[config.mk]
export PLATFORM = sky130hd
export DESIGN_NAME = calc_sequencer
export DESIGN_NICKNAME = d
export VERILOG_FILES = /design/src/rtl/calc_sequencer.sv
export SDC_FILE = /design/constraint.sdc
export NUM_CORES = 1
export LEC_CHECK = 0
export BUFFER_PORTS_ARGS = -buffer_cell sky130_fd_sc_hd__buf_2
export CORE_ASPECT_RATIO = 0.75
export CORE_MARGIN = 5
export CORE_UTILIZATION = 35
export DETAILED_ROUTE_END_ITERATION = 10
export PLACE_DENSITY = 0.5
export SYNTH_ARGS = -nofsm -noshare
export SYNTH_HDL_FRONTEND = slang
export SYNTH_SLANG_ARGS = --single-unit
export TNS_END_PERCENT = 30
[constraint.sdc]
create_clock -name clk -period 11.7 [get_ports clk]
set_input_delay 1.755 -clock clk [delete_from_list [all_inputs] [get_ports clk]]
set_output_delay 1.755 -clock clk [all_outputs]
set_load 0.005 [all_outputs]
[src/rtl/calc_sequencer.sv]
// rtl/calc_sequencer.sv - calculator datapath controller: add/sub/Euclidean div/mod, restoring divider, BCD display word
//
// Ports:
//   clk, rst_n      clock (rising edge), asynchronous active-low reset
//   start, op, a, b request strobe (taken in IDLE only), opcode 0=ADD 1=SUB 2=DIV 3=MOD, signed operands
//   busy, done      operation in flight, one-cycle completion pulse
//   err             last operation was a divide/modulo by zero
//   result          signed binary result of the last operation
//   digits          4-nibble display word, nibble 0 rightmost; 0xA renders as minus, 0xE/0xF as dashes
module calc_sequencer #(
    parameter int BITS = 16
) (
    input  logic            clk,
    input  logic            rst_n,
    input  logic            start,
    input  logic [1:0]      op,
    input  logic [BITS-1:0] a,
    input  logic [BITS-1:0] b,
    output logic            busy,
    output logic            done,
    output logic            err,
    output logic [BITS-1:0] result,
    output logic [15:0]     digits
);

    localparam int CW = $clog2(BITS);
    localparam logic [1:0] OP_SUB = 2'd1;
    localparam logic [1:0] OP_MOD = 2'd3;

    typedef enum logic [2:0] {
        S_IDLE, S_CALC, S_PREP, S_ITER, S_FIX, S_CONV, S_DONE
    } state_t;

    state_t state, state_nxt;

    logic [1:0]      op_r;
    logic [BITS-1:0] a_r, b_r;
    logic [BITS-1:0] ua, ub;     // |a| shifts out MSB first; |b| is the divisor
    logic [BITS-1:0] rem, quo;
    logic [BITS-1:0] calc;       // signed result awaiting conversion
    logic [BITS-1:0] bin;        // |calc| being shifted into the BCD register
    logic [19:0]     bcd;
    logic [CW-1:0]   cnt;

    function automatic logic [BITS-1:0] abs_val(input logic [BITS-1:0] v);
        return v[BITS-1] ? (~v + 1'b1) : v;
    endfunction

    // Restoring divide step
    logic [BITS:0]   rem_sh;
    logic            ge;
    logic [BITS-1:0] rem_new;

    // Euclidean fix-up
    logic [BITS-1:0] q0, r0, q1, fix_val, sum;

    // Double-dabble step and display formatting
    logic [19:0]     bcd_adj, bcd_nxt;
    logic [BITS-1:0] bin_nxt;
    logic            bcd_carry;
    logic [15:0]     fmt;

    always_comb begin
        rem_sh  = {rem, ua[BITS-1]};
        ge      = rem_sh >= {1'b0, ub};
        rem_new = ge ? BITS'(rem_sh - {1'b0, ub}) : rem_sh[BITS-1:0];

        sum = (op_r == OP_SUB) ? (a_r - b_r) : (a_r + b_r);

        // a < 0 pulls the quotient down by one whenever there is a remainder,
        // so the remainder can be reflected into [0, |b|).
        if (!a_r[BITS-1]) begin
            q0 = quo;
            r0 = rem;
        end else if (rem == '0) begin
            q0 = ~quo + 1'b1;
            r0 = '0;
        end else begin
            q0 = ~quo;
            r0 = ub - rem;
        end
        q1      = b_r[BITS-1] ? (~q0 + 1'b1) : q0;
        fix_val = (op_r == OP_MOD) ? r0 : q1;

        bcd_adj = bcd;
        for (int i = 0; i < 5; i++) begin
            if (bcd[4*i +: 4] >= 4'd5)
                bcd_adj[4*i +: 4] = bcd[4*i +: 4] + 4'd3;
        end
        {bcd_carry, bcd_nxt, bin_nxt} = {bcd_adj, bin, 1'b0};

        // Formatting uses the post-shift value so it is valid on the last CONV cycle.
        if (!calc[BITS-1] && !bcd_carry && bcd_nxt[19:16] == 4'd0)
            fmt = bcd_nxt[15:0];
        else if (calc[BITS-1] && !bcd_carry && bcd_nxt[19:12] == 8'd0)
            fmt = {4'hA, bcd_nxt[11:0]};
        else
            fmt = 16'hFFFF;
    end

    always_ff @(posedge clk or negedge rst_n) begin
        if (!rst_n)
            state <= S_IDLE;
        else
            state <= state_nxt;
    end

    always_comb begin
        state_nxt = state;
        busy      = 1'b1;
        done      = 1'b0;
        case (state)
            S_IDLE: begin
                busy = 1'b0;
                if (start)
                    state_nxt = op[1] ? S_PREP : S_CALC;
            end
            S_CALC: state_nxt = S_CONV;
            S_PREP: state_nxt = (b_r == '0) ? S_DONE : S_ITER;
            S_ITER: if (cnt == '0) state_nxt = S_FIX;
            S_FIX:  state_nxt = S_CONV;
            S_CONV: if (cnt == '0) state_nxt = S_DONE;
            S_DONE: begin
                busy      = 1'b0;
                done      = 1'b1;
                state_nxt = S_IDLE;
            end
            default: state_nxt = S_IDLE;
        endcase
    end

    // Output registers are loaded on the edge entering DONE, so they are valid while done is high.
    always_ff @(posedge clk or negedge rst_n) begin
        if (!rst_n) begin
            op_r   <= '0;
            a_r    <= '0;
            b_r    <= '0;
            ua     <= '0;
            ub     <= '0;
            rem    <= '0;
            quo    <= '0;
            calc   <= '0;
            bin    <= '0;
            bcd    <= '0;
            cnt    <= '0;
            err    <= 1'b0;
            result <= '0;
            digits <= 16'h0000;
        end else begin
            case (state)
                S_IDLE: if (start) begin
                    op_r <= op;
                    a_r  <= a;
                    b_r  <= b;
                    err  <= 1'b0;
                end
                S_CALC: begin
                    calc <= sum;
                    bin  <= abs_val(sum);
                    bcd  <= '0;
                    cnt  <= CW'(BITS - 1);
                end
                S_PREP: begin
                    if (b_r == '0) begin
                        err    <= 1'b1;
                        result <= '0;
                        digits <= 16'hEEEE;
                    end else begin
                        ua  <= abs_val(a_r);
                        ub  <= abs_val(b_r);
                        rem <= '0;
                        quo <= '0;
                        cnt <= CW'(BITS - 1);
                    end
                end
                S_ITER: begin
                    rem <= rem_new;
                    quo <= {quo[BITS-2:0], ge};
                    ua  <= {ua[BITS-2:0], 1'b0};
                    cnt <= cnt - 1'b1;
                end
                S_FIX: begin
                    calc <= fix_val;
                    bin  <= abs_val(fix_val);
                    bcd  <= '0;
                    cnt  <= CW'(BITS - 1);
                end
                S_CONV: begin
                    bcd <= bcd_nxt;
                    bin <= bin_nxt;
                    cnt <= cnt - 1'b1;
                    if (cnt == '0) begin
                        result <= calc;
                        digits <= fmt;
                    end
                end
                default: ;
            endcase
        end
    end

endmodule

==> Implementation_results.wiki, run 1 <==
{| class="wikitable"
! Metric !! Value
|-
| Overall via count from detail_route || 11560
|-
| Pin count of the biggest net entering global routing || 84
|-
| Achievable clock frequency || 192.1 MHz
|-
| Headroom to the max-slew limit || 19.65%
|-
| Destination of the critical timing path || bin[14]
|-
| Cts bufs inserted || 17
|-
| Critical R2R Launch || b_r[0]
|-
| RSZ-0062 raised after global routing || false
|-
| Netlist area before placement || between 10000 and 15000 µm²
|-
| Buffers from clock root to sink, at most || 2
|-
| Cell seen most often among critical-path stages || sky130_fd_sc_hd__or3_1
|-
| Fillcell total || 3862
|-
| Setup crit end kind || register
|-
| Final hold viol count || 0
|-
| Worst Setup Start Kind || register
|-
| Final worst-path cycle share || 44.50%
|-
| Sequential cell area in the final layout || 4755 µm²
|-
| IO Pins || 72
|-
| Post-layout util || 39.05%
|-
| Initial core utilization || 35.47%
|-
| Die Y || 178.1 µm
|-
| Max Slew Vio Count || 0
|-
| LEAKAGE || 6.419 nW
|-
| Via density per instance || 5.563
|-
| Slew at the pin closest to its max-slew limit || 1.205 ns
|-
| Die ar. || between 40000 and 50000 µm²
|-
| Number of nets in the layout || 1665
|-
| GR Util All Layers || 20.04%
|-
| Flip-flop and latch count after synthesis || between 150 and 200
|-
| CTS-repair resized insts || 0
|-
| Total overflow reported by the global router || 0
|-
| Clock Skews || 0.01574 ns
|-
| Warnings from Yosys || 0
|-
| Data required, critical path || approximately 12 ns
|-
| Clock network latency to the later pin of the worst-skew pair || 0.47 ns
|-
| Number of violations of the max-capacitance limit || 0
|-
| Number of DRC violations after detailed-routing iteration 0 || between 900 and 1000
|-
| Cells traversed along the worst timing path || or3_1 -> or3_1 -> or3_1 -> or3_1 -> nand2_1 -> xor2_1 -> ha_1 -> inv_1 -> a311o_1 -> a21oi_1 -> o311ai_0 -> nor3b_1 -> nand4_1 -> o21ai_0 -> xnor2_1 -> o21ai_0 -> o21ai_1
|-
| DIE WIDTH || ~230 µm
|-
| Fraction of layout instances using a drive strength above 1 || 11.18%
|-
| Net Count, Synth || roughly 1600
|-
| Mapped Cells || roughly 1500
|-
| CP Launch Point || b_r[0]
|-
| Post-detailed-route DRC marker count || 0
|-
| Category of the most critical setup path || reg -> reg
|-
| First-pass GRT wire length || 65610 µm
|-
| Clock tree from TritonCTS || done
|-
| Row Count || 61
|-
| Number of library cell types mapped by synthesis || 86
|-
| Top_reg_cell synth || sky130_fd_sc_hd__dfrtp_1
|-
| Hold buffers post-CTS || 0
|-
| Worst-path fanout max || 4
|-
| Slowest cell delay on critical path || between 0.9 and 1 ns
|-
| Result of the run || completed
|-
| Buffer count from post-CTS setup fixing || 0
|-
| Setup violators final || 0
|-
| Sum Neg Setup Slack || 0 ns
|-
| Multi-input logic area || 7799 µm²
|-
| Number of search-and-repair iterations in the first detailed-routing pass || 5
|-
| Post-synth EDFFs || 0
|-
| Root Buffer Master || sky130_fd_sc_hd__clkbuf_16
|-
| Min Tclk post-route || 5.206 ns
|-
| Maximum vdd ir drop || between 0.0002 and 0.00025 V
|-
| Worst Hold Slack || 0.4606 ns
|-
| Area of the core || 37170 µm²
|-
| Detailed placer's ending HPWL || 30500 µm
|-
| Worst Reg2Reg Path Length in Cells || 17
|-
| Number of global-route vias before repair || 10950
|-
| Endpoint of the worst-slack reg-to-reg timing path || bin[14]
|-
| Buffers added on ports || 71
|-
| # H-tree levels || 4
|-
| Routability congestion estimate from global placement || between 0.9 and 1
|-
| Average detailed-routed wire length per instance || 19.64 µm
|-
| Slack of the worst reg-to-reg path || 6.49 ns
|-
| Clock-pin slew of the registers on the worst-case setup and hold paths || around 0.07 ns
|-
| ANT nets after route || 0
|-
| Average cell area after synthesis || 8.595 µm²
|-
| Critical path's slowest cell || sky130_fd_sc_hd__o311ai_0
|-
| Final antenna diode count || 0
|-
| CTS sink cnt || 190
|-
| Power density over the cells || 342.0 nW/µm²
|-
| Sequential fraction of the synthesis area || 36.06%
|-
| Fraction of registers with async set or reset after synthesis || 100.0%
|-
| Initial antenna violation count || 0
|-
| Total wire length || roughly 41000 µm
|-
| Worst Path Arrival || roughly 5.5 ns
|-
| Class of the worst hold path || reg -> reg
|-
| Area growth syn-to-layout || 10.09%
|}
[cells in the mapped netlist, drive strengths merged (15+ instances only)]
| cell | count | share of area (%) |
|---|---|---|
| nand2 | 202 | 5.8 |
| nand3 | 51 | 2.0 |
| a21o | 20 | 1.1 |
| buf | 17 | 0.67 |
| nor4 | 19 | 1.2 |
| a21oi | 84 | 3.3 |
| dfrtp | 190 | 36 |
| nand2b | 15 | 0.71 |
| mux2 | 30 | 2.6 |
| ha | 64 | 6.1 |
| o21ai | 123 | 4.7 |
| a221o | 16 | 1.2 |
| inv | 72 | 2.0 |
| or3 | 20 | 0.95 |
| xnor2 | 66 | 4.4 |
| nor3 | 28 | 1.1 |
| xor2 | 57 | 3.8 |
| o31ai | 27 | 1.6 |
| a31oi | 21 | 1.0 |
| nor2 | 121 | 3.4 |
| clkbuf | 62 | 2.2 |
[through the flow]
stage | instances | setup slack, ns | instance area [µm²] | power, W
finish | 2078 | 6.494 | 14520 | 0.004964
global route | 2078 | 6.240 | 14520 | 0.005340
detailed placement | 2046 | 6.641 | 13940 | 0.004294
CTS | 2078 | 6.624 | 14520 | 0.004918
global placement | 2046 | 6.915 | 13940 | 0.004295
floorplan | 1534 | 7.499 | 13190 | 0.003410
[metal layers]
| layer | routed length [µm] | GRT usage, % | vias up |
|---|---|---|---|
| li1 | - | - | 5602 |
| met4 | 412 | 3.742 | 0 |
| met1 | 21630 | 32.54 | 5581 |
| met3 | 2373 | 3.692 | 27 |
| met5 | 0 | 0 | - |
| met2 | 16400 | 27.38 | 350 |
[area by class of cell]
class                      count  share of cell area (%)
sequential                   190                   32.76
timing repair buffer          87                   3.336
tap                          504                   4.344
multi-input combinational   1192                   53.73
clock inverter                13                  0.8965
inverter                      73                   1.888
clock buffer                  19                   3.051
[cells by family after synthesis]
family / count (synthesis) / share of synthesized area (%)
buffers and inverters: 152 / 4.953
xor gates and xnor gates: 123 / 8.170
adders and majority gates: 67 / 6.529
muxes: 42 / 3.473
and+or+nand+nor: 526 / 18.86
AOI/OAI and AO/OA: 434 / 21.96
DFF: 190 / 36.06
[sequential cells by signal (all words and copies together), names as in the netlist]
signal,flops
err,1
state,3
quo,16
calc,16
ua,16
result,16
rem,16
ub,16
a_r,16
b_r,16
cnt,4
bcd,20
op_r,2
bin,16
digits,16
[critical path: cells and delay by family, from the launching register on]
kind,cells,cell delay [ns]
XOR/XNOR,2,0.27
adder cells (fa/ha/maj),1,0.29
AND/OR/NAND/NOR,7,2.19
buffers and inverters,1,0.08
AO/OA/AOI/OAI,6,1.82
flip-flops,1,0.41
[worst min path at each step]
stage,from,end,slack (ns),depth (start not counted)
5_1_grt,result[8],result[8],0.48,2
4_1_cts,result[3],result[3],0.47,2
3_3_place_gp,result[8],result[8],0.45,2
6_report,result[5],result[5],0.46,2
3_5_place_dp,result[5],result[5],0.45,2
2_1_floorplan,calc[0],calc[0],0.46,2
[where the power goes]
group          internal, W  switching (W)
Combinational      0.00123        0.00205
Sequential        0.000840       0.000247
Clock             0.000304       0.000290
[cells in the final DEF, fill, tap and decap left out, types with 6 or more instances in the layout]
cell / Yosys / final
sky130_fd_sc_hd__o221ai_1: 12 / 12
sky130_fd_sc_hd__a211oi_1: 8 / 8
sky130_fd_sc_hd__a31oi_1: 21 / 21
sky130_fd_sc_hd__nand2b_1: 15 / 15
sky130_fd_sc_hd__a21o_1: 20 / 20
sky130_fd_sc_hd__nand3_1: 50 / 50
sky130_fd_sc_hd__a22oi_1: 14 / 14
sky130_fd_sc_hd__o21a_1: 14 / 14
sky130_fd_sc_hd__xor2_1: 57 / 57
sky130_fd_sc_hd__inv_6: 0 / 6
sky130_fd_sc_hd__nand3b_1: 6 / 6
sky130_fd_sc_hd__mux2_2: 30 / 30
sky130_fd_sc_hd__xnor2_1: 66 / 66
sky130_fd_sc_hd__or3_1: 20 / 20
sky130_fd_sc_hd__a221oi_1: 7 / 7
sky130_fd_sc_hd__nand2_1: 202 / 202
sky130_fd_sc_hd__ha_1: 64 / 64
sky130_fd_sc_hd__buf_2: 2 / 70
sky130_fd_sc_hd__o21ai_0: 119 / 118
sky130_fd_sc_hd__o31ai_1: 26 / 26
sky130_fd_sc_hd__buf_4: 0 / 16
sky130_fd_sc_hd__a221o_1: 16 / 16
sky130_fd_sc_hd__a21oi_1: 83 / 82
sky130_fd_sc_hd__nor3_1: 27 / 27
sky130_fd_sc_hd__clkbuf_16: 0 / 17
sky130_fd_sc_hd__nor3b_1: 11 / 11
sky130_fd_sc_hd__nand4_1: 12 / 12
sky130_fd_sc_hd__o31a_1: 6 / 6
sky130_fd_sc_hd__inv_1: 72 / 72
sky130_fd_sc_hd__nor2_1: 121 / 119
sky130_fd_sc_hd__o22ai_1: 14 / 14
sky130_fd_sc_hd__nor4_1: 16 / 16
sky130_fd_sc_hd__nor2b_1: 9 / 9
sky130_fd_sc_hd__dfrtp_1: 190 / 190
sky130_fd_sc_hd__a22o_1: 6 / 6
sky130_fd_sc_hd__mux2i_1: 12 / 12
sky130_fd_sc_hd__o22a_1: 8 / 8
Note: power is estimated with default switching activity, not from simulation.
==> inputs of run 2 (changes only) <==
--- a/config.mk
+++ b/config.mk
@@ -5,6 +5,7 @@
 export SDC_FILE = /design/constraint.sdc
 export NUM_CORES = 1
 export LEC_CHECK = 0
+export ABC_AREA = 1
 export BUFFER_PORTS_ARGS = -buffer_cell sky130_fd_sc_hd__buf_2
 export CORE_ASPECT_RATIO = 0.75
 export CORE_MARGIN = 5
==> constraint.sdc (replaced) <==
create_clock -name clk -period 5.08 [get_ports clk]
set_input_delay 0.762 -clock clk [delete_from_list [all_inputs] [get_ports clk]]
set_output_delay 0.762 -clock clk [all_outputs]
set_load 0.005 [all_outputs]
==> Implementation_results.wiki, run 2 <==
{| class="wikitable"
! Metric !! Value
|-
| Worst Setup Start Kind || register
|-
| ANT nets after route || 0
|-
| Clock Skews || 0.01495 ns
|-
| Achievable clock frequency || 231.0 MHz
|-
| Overall via count from detail_route || 12630
|-
| Final antenna diode count || 0
|-
| Multi-input logic area || 7467 µm²
|-
| Mapped Cells || between 1500 and 2000
|-
| Met1 layer usage reported by global route || between 30 and 40%
|-
| Sequential cell area in the final layout || 4755 µm²
|-
| CTS sink cnt || 190
|-
| Cts bufs inserted || 17
|-
| Final worst-path cycle share || 85.22%
|-
| Sum Neg Setup Slack || 0 ns
|-
| Die ar. || 42320 µm²
|-
| Pin count of the biggest net entering global routing || 73
|-
| Min Tclk post-route || around 4.3 ns
|-
| Netlist area before placement || approximately 13000 µm²
|-
| Layer with the highest usage || met1
|-
| Met3 layer usage reported by global route || 3.722%
|-
| Total wire length || between 40000 and 50000 µm
|-
| Max Slew Vio Count || 0
|-
| Buffer count from post-CTS setup fixing || 0
|-
| RSZ-0062 raised after global routing || false
|-
| Hold buffers post-CTS || 0
|-
| Number of nets in the layout || 2004
|-
| Number of global-route vias before repair || 11890
|-
| Setup crit end kind || register
|-
| Root Buffer Master || sky130_fd_sc_hd__clkbuf_16
|-
| Number of search-and-repair iterations in the first detailed-routing pass || 7
|-
| Sequential fraction of the synthesis area || a little over a third
|-
| Final cell count without fillers || between 2000 and 2500
|-
| Most used standard cells in the synthesized netlist || 409 x sky130_fd_sc_hd__nand2_1, 220 x sky130_fd_sc_hd__inv_1, 190 x sky130_fd_sc_hd__dfrtp_1
|-
| Result of the run || completed
|-
| Class of the worst hold path || in -> async
|-
| Initial antenna violation count || 0
|-
| Max FFs per register || 20
|-
| GR Util All Layers || 19.45%
|-
| Routability congestion estimate from global placement || 0.9036
|-
| Top-count cell post-synth || sky130_fd_sc_hd__nand2_1
|-
| Warnings from Yosys || 0
|-
| Top library cells by usage in the layout, fill and taps aside || 408 x sky130_fd_sc_hd__nand2_1, 220 x sky130_fd_sc_hd__inv_1, 190 x sky130_fd_sc_hd__dfrtp_1
|-
| DIE WIDTH || 235.9 µm
|-
| Die Y || 179.4 µm
|-
| Clock tree from TritonCTS || done
|-
| Post-synth EDFFs || 0
|-
| Number of DRC violations after detailed-routing iteration 0 || around 1100
|-
| Clock-pin slew of the registers on the worst-case setup and hold paths || 0.07 ns
|-
| Largest register by flop count || bcd
|-
| Category of the most critical setup path || reg -> reg
|-
| Final hold viol count || 0
|-
| Fillcell total || 4025
|-
| Detailed placer's ending HPWL || 31660 µm
|-
| Placement Setup Slack || 0.7955 ns
|-
| Via density per instance || approximately 5.2
|-
| Number of violations of the max-capacitance limit || 0
|-
| Area growth syn-to-layout || 11.36%
|-
| Data required, critical path || 5.41 ns
|-
| Main area contributors after synthesis || sky130_fd_sc_hd__dfrtp_1 36%, sky130_fd_sc_hd__nand2_1 11%, sky130_fd_sc_hd__inv_1 6.2%, sky130_fd_sc_hd__o21ai_0 6.2%, sky130_fd_sc_hd__ha_1 6.0%
|-
| Fraction of registers with async set or reset after synthesis || 100.0%
|-
| Worst-path fanout max || 14
|-
| # H-tree levels || 4
|-
| Row Count || 62
|-
| Most common cell after layout, fill and taps aside || sky130_fd_sc_hd__nand2_1
|-
| Cell count after placement || 2393
|-
| Top-area cell type share of the netlist area || a little over a third
|-
| Average detailed-routed wire length per instance || 17.15 µm
|-
| Flip-flop and latch count after synthesis || 190
|-
| Worst Path Arrival || 4.66 ns
|-
| Slew at the pin closest to its max-slew limit || 0.9268 ns
|-
| Number of library cell types mapped by synthesis || just over 50
|-
| Net Count, Synth || 1951
|-
| Buffers from clock root to sink, at most || 2
|-
| Met2 capacity usage during global routing || 27.53%
|-
| Buffers added on ports || 71
|-
| Area of the core || 38010 µm²
|-
| Headroom to the max-slew limit || 38.06%
|-
| Post-detailed-route DRC marker count || 0
|-
| Fraction of layout instances using a drive strength above 1 || 10.98%
|-
| CTS-repair resized insts || 0
|-
| Total overflow reported by the global router || 0
|-
| Initial core utilization || between 30% and 40%
|-
| Clock network latency to the later pin of the worst-skew pair || 0.46 ns
|-
| Yosys top cell by area || sky130_fd_sc_hd__dfrtp_1
|-
| Top_reg_cell synth || sky130_fd_sc_hd__dfrtp_1
|-
| Average cell area after synthesis || about 7.3 µm²
|-
| Setup violators final || 0
|-
| Setup ws final || 0.7508 ns
|-
| IO Pins || 72
|-
| First-pass GRT wire length || 66720 µm
|}
==> run 2: cell type report <==
cell class | count | area share [%]
inverter | 239 | 6.057
clock buffer | 23 | 3.205
clock inverter | 8 | 0.7131
sequential | 190 | 31.88
tap | 512 | 4.295
timing repair buffer | 96 | 3.784
multi-input combinational | 1356 | 50.07
==> run 2: cell families (layout without fill, tap and decap cells) <==
group / after synthesis / after routing / share of synthesized area, %
AND/OR/NAND/NOR: 774 / 774 / 25.57
AO/OA/AOI/OAI: 444 / 444 / 18.93
buffers and inverters: 301 / 366 / 8.819
flip-flops: 190 / 190 / 35.50
adder cells (fa/ha/maj): 67 / 67 / 6.428
XOR/XNOR: 65 / 65 / 4.251
multiplexers: 6 / 6 / 0.5044
==> run 2: final timing paths <==
path | slack [ns] | end | cells past startpoint | startpoint
max in group asynchronous | 3.62 | a_r[11] | 2 | rst_n
min in group clk | 0.48 | result[14] | 2 | result[14]
max | 0.75 | bin[12] | 23 | b_r[1]
min reg2reg | 0.48 | result[14] | 2 | result[14]
min | 0.32 | quo[13] | 1 | rst_n
max reg2reg | 0.75 | bin[12] | 23 | b_r[1]
==> run 2: routing by layer <==
layer	vias up	part of all wire, %
li1	6280	-
met1	6035	53
met2	277	40
met3	35	5.1
met4	0	1.5
met5	-	0
==> run 2: worst max-delay path, cell delays in order, from the launching register on <==
cell and delay (ns):
sky130_fd_sc_hd__dfrtp_1 0.38, sky130_fd_sc_hd__inv_1 0.11, sky130_fd_sc_hd__ha_1 0.21, sky130_fd_sc_hd__nand3_1 0.13
sky130_fd_sc_hd__nor3_1 0.27, sky130_fd_sc_hd__nand3_1 0.23, sky130_fd_sc_hd__xor2_1 0.22, sky130_fd_sc_hd__nand2_1 0.07
sky130_fd_sc_hd__o21ai_0 0.13, sky130_fd_sc_hd__ha_1 0.37, sky130_fd_sc_hd__a21oi_1 0.15, sky130_fd_sc_hd__a21boi_0 0.36
sky130_fd_sc_hd__o21ai_0 0.23, sky130_fd_sc_hd__nand2_1 0.12, sky130_fd_sc_hd__nand3_1 0.07, sky130_fd_sc_hd__nand2_1 0.06
sky130_fd_sc_hd__nand2_1 0.04, sky130_fd_sc_hd__buf_4 0.18, sky130_fd_sc_hd__inv_1 0.27, sky130_fd_sc_hd__o21ai_0 0.20
sky130_fd_sc_hd__o21ai_0 0.18, sky130_fd_sc_hd__a21oi_1 0.06, sky130_fd_sc_hd__nor2_1 0.11, sky130_fd_sc_hd__a21boi_1 0.07
==> run 2: per-stage QoR <==
stage | hold WS [ns] | area (µm²) | util [%]
after CTS | 0.3463 | 14910 | 39.24
after detailed placement | 0.4709 | 14330 | 37.70
final | 0.3200 | 14910 | 39.24
after floorplan | 0.4495 | 13390 | -
after global placement | 0.4653 | 14330 | 37.70
after global routing | 0.3647 | 14910 | 39.24
Power of run 2 is not shown: default switching activity piles up to over one toggle a cycle in this logic, so the estimate is an artifact.
==> inputs of run 3 (changes only) <==
--- a/config.mk
+++ b/config.mk
@@ -5,7 +5,6 @@
 export SDC_FILE = /design/constraint.sdc
 export NUM_CORES = 1
 export LEC_CHECK = 0
-export ABC_AREA = 1
 export BUFFER_PORTS_ARGS = -buffer_cell sky130_fd_sc_hd__buf_2
 export CORE_ASPECT_RATIO = 0.75
 export CORE_MARGIN = 5
==> Implementation_results.wiki, run 3 (same netlist as run 1, synthesis figures left out) <==
{| class="wikitable"
! Metric !! Value
|-
| Detailed placer's ending HPWL || 31810 µm
|-
| Met1 layer usage reported by global route || 33.31%
|-
| Cell seen most often among critical-path stages || sky130_fd_sc_hd__o31ai_1
|-
| Cells traversed along the worst timing path || nor4_1 -> and4_1 -> mux2i_1 -> mux2_2 -> ha_1 -> nand4b_1 -> a21oi_1 -> a221oi_1 -> o31ai_1 -> xor2_1 -> a211oi_4 -> nand4_1 -> or2_1 -> o31ai_1 -> xnor2_1 -> a221o_1
|-
| Max Slew Vio Count || 0
|-
| Worst Setup Start Kind || register
|-
| Overall via count from detail_route || 11660
|-
| First-pass GRT wire length || ~67000 µm
|-
| Pin count of the biggest net entering global routing || 107
|-
| Slew at the pin closest to its max-slew limit || 1.148 ns
|-
| GR Util All Layers || 20.56%
|-
| Sum Neg Setup Slack || 0 ns
|-
| Routability congestion estimate from global placement || 0.9151
|-
| Final worst-path cycle share || 93.47%
|-
| Largest register by flop count || bcd
|-
| Buffers from clock root to sink, at most || 2
|-
| # H-tree levels || 4
|-
| Clock-pin slew of the registers on the worst-case setup and hold paths || 0.08 ns
|-
| Buffer count from post-CTS setup fixing || 0
|-
| Final hold viol count || 0
|-
| CTS-repair resized insts || 0
|-
| Most common cell after layout, fill and taps aside || sky130_fd_sc_hd__nand2_1
|-
| Root Buffer Master || sky130_fd_sc_hd__clkbuf_16
|-
| Number of search-and-repair iterations in the first detailed-routing pass || 8
|-
| Clock Skews || 0.01593 ns
|-
| Initial antenna violation count || 0
|-
| Number of DRC violations after detailed-routing iteration 0 || 1183
|-
| Number of global-route vias before repair || 11100
|-
| Buffers added on ports || 71
|-
| Number of violations of the max-capacitance limit || 0
|-
| Category of the most critical setup path || reg -> reg
|-
| Cts bufs inserted || 17
|-
| Slowest cell delay on critical path || 0.55 ns
|-
| Layer with the highest usage || met1
|-
| DIE WIDTH || 234.1 µm
|-
| Top library cells by usage in the layout, fill and taps aside || 202 x sky130_fd_sc_hd__nand2_1, 190 x sky130_fd_sc_hd__dfrtp_1, 119 x sky130_fd_sc_hd__nor2_1
|-
| Fraction of layout instances using a drive strength above 1 || 12.36%
|-
| Setup violators final || 0
|-
| Family with the most delay on the worst path || compound AO/OA/AOI/OAI gates
|-
| Data required, critical path || roughly 5.4 ns
|-
| Initial core utilization || 35.47%
|-
| Clock tree from TritonCTS || done
|-
| Maximum vdd ir drop || just under 0.0006 V
|-
| Area of the core || 37170 µm²
|-
| Met3 layer usage reported by global route || 3.931%
|-
| Area growth syn-to-layout || 11.31%
|-
| Achievable clock frequency || 210.6 MHz
|-
| LEAKAGE || 6.515 nW
|-
| Class of the worst hold path || in -> async
|-
| Number of nets in the layout || 1685
|-
| ANT nets after route || 0
|-
| Die ar. || 41690 µm²
|-
| Worst-path fanout max || 6
|-
| Row Count || 61
|-
| Post-detailed-route DRC marker count || 0
|-
| Critical path's slowest cell || sky130_fd_sc_hd__a221oi_1
|-
| Min Tclk post-route || between 4 and 5 ns
|-
| Worst Hold Slack || 0.3900 ns
|-
| Die Y || about 180 µm
|-
| Headroom to the max-slew limit || ~23%
|-
| Via density per instance || 5.556
|-
| Met2 capacity usage during global routing || 28.31%
|-
| Average detailed-routed wire length per instance || around 20 µm
|-
| IO Pins || 72
|-
| Total overflow reported by the global router || 0
|-
| Number of buffer and inverter stages on the critical path || 0
|-
| Power density over the cells || 795.1 nW/µm²
|-
| Worst Path Arrival || 5.10 ns
|-
| Hold buffers post-CTS || 0
|-
| Setup crit end kind || register
|-
| Clock network latency to the later pin of the worst-skew pair || 0.47 ns
|-
| Total wire length || ~42000 µm
|-
| RSZ-0062 raised after global routing || false
|-
| Max FFs per register || 20
|-
| Result of the run || completed
|-
| CTS sink cnt || 190
|}
run 3: cell count changes in the layout (fill, tap and decap cells not counted), moves of 17 or more:
cell,previous run,this run
sky130_fd_sc_hd__mux2_2,6,30
sky130_fd_sc_hd__nor2_1,137,119
sky130_fd_sc_hd__nand3_1,118,50
sky130_fd_sc_hd__o22ai_1,38,14
sky130_fd_sc_hd__o21ai_0,165,118
sky130_fd_sc_hd__nand2_2,18,0
sky130_fd_sc_hd__a21oi_1,131,82
sky130_fd_sc_hd__o31ai_1,0,26
sky130_fd_sc_hd__inv_1,220,72
sky130_fd_sc_hd__o211ai_1,28,5
sky130_fd_sc_hd__a21o_1,3,20
sky130_fd_sc_hd__xnor2_1,13,66
sky130_fd_sc_hd__or3_1,0,20
sky130_fd_sc_hd__nand2_1,408,202
run 3: worst paths after layout:
| kind | start | end | slack, ns | cells past startpoint |
|---|---|---|---|---|
| max | rem[14] | bin[12] | 0.33 | 16 |
| min | rst_n | quo[4] | 0.39 | 1 |
| max reg2reg | rem[14] | bin[12] | 0.33 | 16 |
| min reg2reg | result[0] | result[0] | 0.46 | 2 |
| max in group asynchronous | rst_n | op_r[1] | 3.70 | 2 |
| min in group clk | result[0] | result[0] | 0.46 | 2 |
run 3: cell type report:
cell class	count	area, µm²
Antenna cell	1	2.502
Clock buffer	18	439.2
Clock inverter	14	130.1
Fill cell	3866	22490
Inverter	73	274.0
Multi-Input combinational cell	1192	7799
Sequential cell	190	4755
Tap cell	504	630.6
Timing Repair Buffer	107	646.9
run 3: through the flow:
stage	util, %	setup WS (ns)	std cells	instance area [µm²]	power, W
6_report	39.49	0.3317	2099	14680	0.01167
5_1_grt	39.48	0.08096	2098	14670	0.01259
4_1_cts	39.48	0.4176	2098	14670	0.01158
3_5_place_dp	37.95	0.4487	2066	14100	0.01015
3_3_place_gp	37.95	0.5761	2066	14100	0.01014
2_1_floorplan	-	0.8787	1534	13190	0.007853
run 3: per-layer routing:
layer | up-vias | part of all wire, % | wire length, µm
met5 | - | 0 | 0
met2 | 365 | 40 | 16850
met4 | 0 | 0.79 | 335
met1 | 5629 | 53 | 22460
li1 | 5646 | - | -
met3 | 22 | 6.5 | 2740
run 3: where the power goes:
| group | switching, W | leakage [nW] | internal (W) |
|---|---|---|---|
| combinational | 0.00480 | 3.79 | 0.00302 |
| clock | 0.000687 | 0.276 | 0.000659 |
| sequential | 0.000563 | 2.45 | 0.00194 |
| total | 0.00605 | 6.52 | 0.00562 |
run 3: worst register-to-register path, stage by stage (launching register included):
cell                       delay [ns]
sky130_fd_sc_hd__dfrtp_1         0.49
sky130_fd_sc_hd__nor4_1          0.53
sky130_fd_sc_hd__and4_1          0.40
sky130_fd_sc_hd__mux2i_1         0.10
sky130_fd_sc_hd__mux2_2          0.28
sky130_fd_sc_hd__ha_1            0.25
sky130_fd_sc_hd__nand4b_1        0.10
sky130_fd_sc_hd__a21oi_1         0.05
sky130_fd_sc_hd__a221oi_1        0.55
sky130_fd_sc_hd__o31ai_1         0.14
sky130_fd_sc_hd__xor2_1          0.22
sky130_fd_sc_hd__a211oi_4        0.31
sky130_fd_sc_hd__nand4_1         0.17
sky130_fd_sc_hd__or2_1           0.27
sky130_fd_sc_hd__o31ai_1         0.25
sky130_fd_sc_hd__xnor2_1         0.16
sky130_fd_sc_hd__a221o_1         0.36
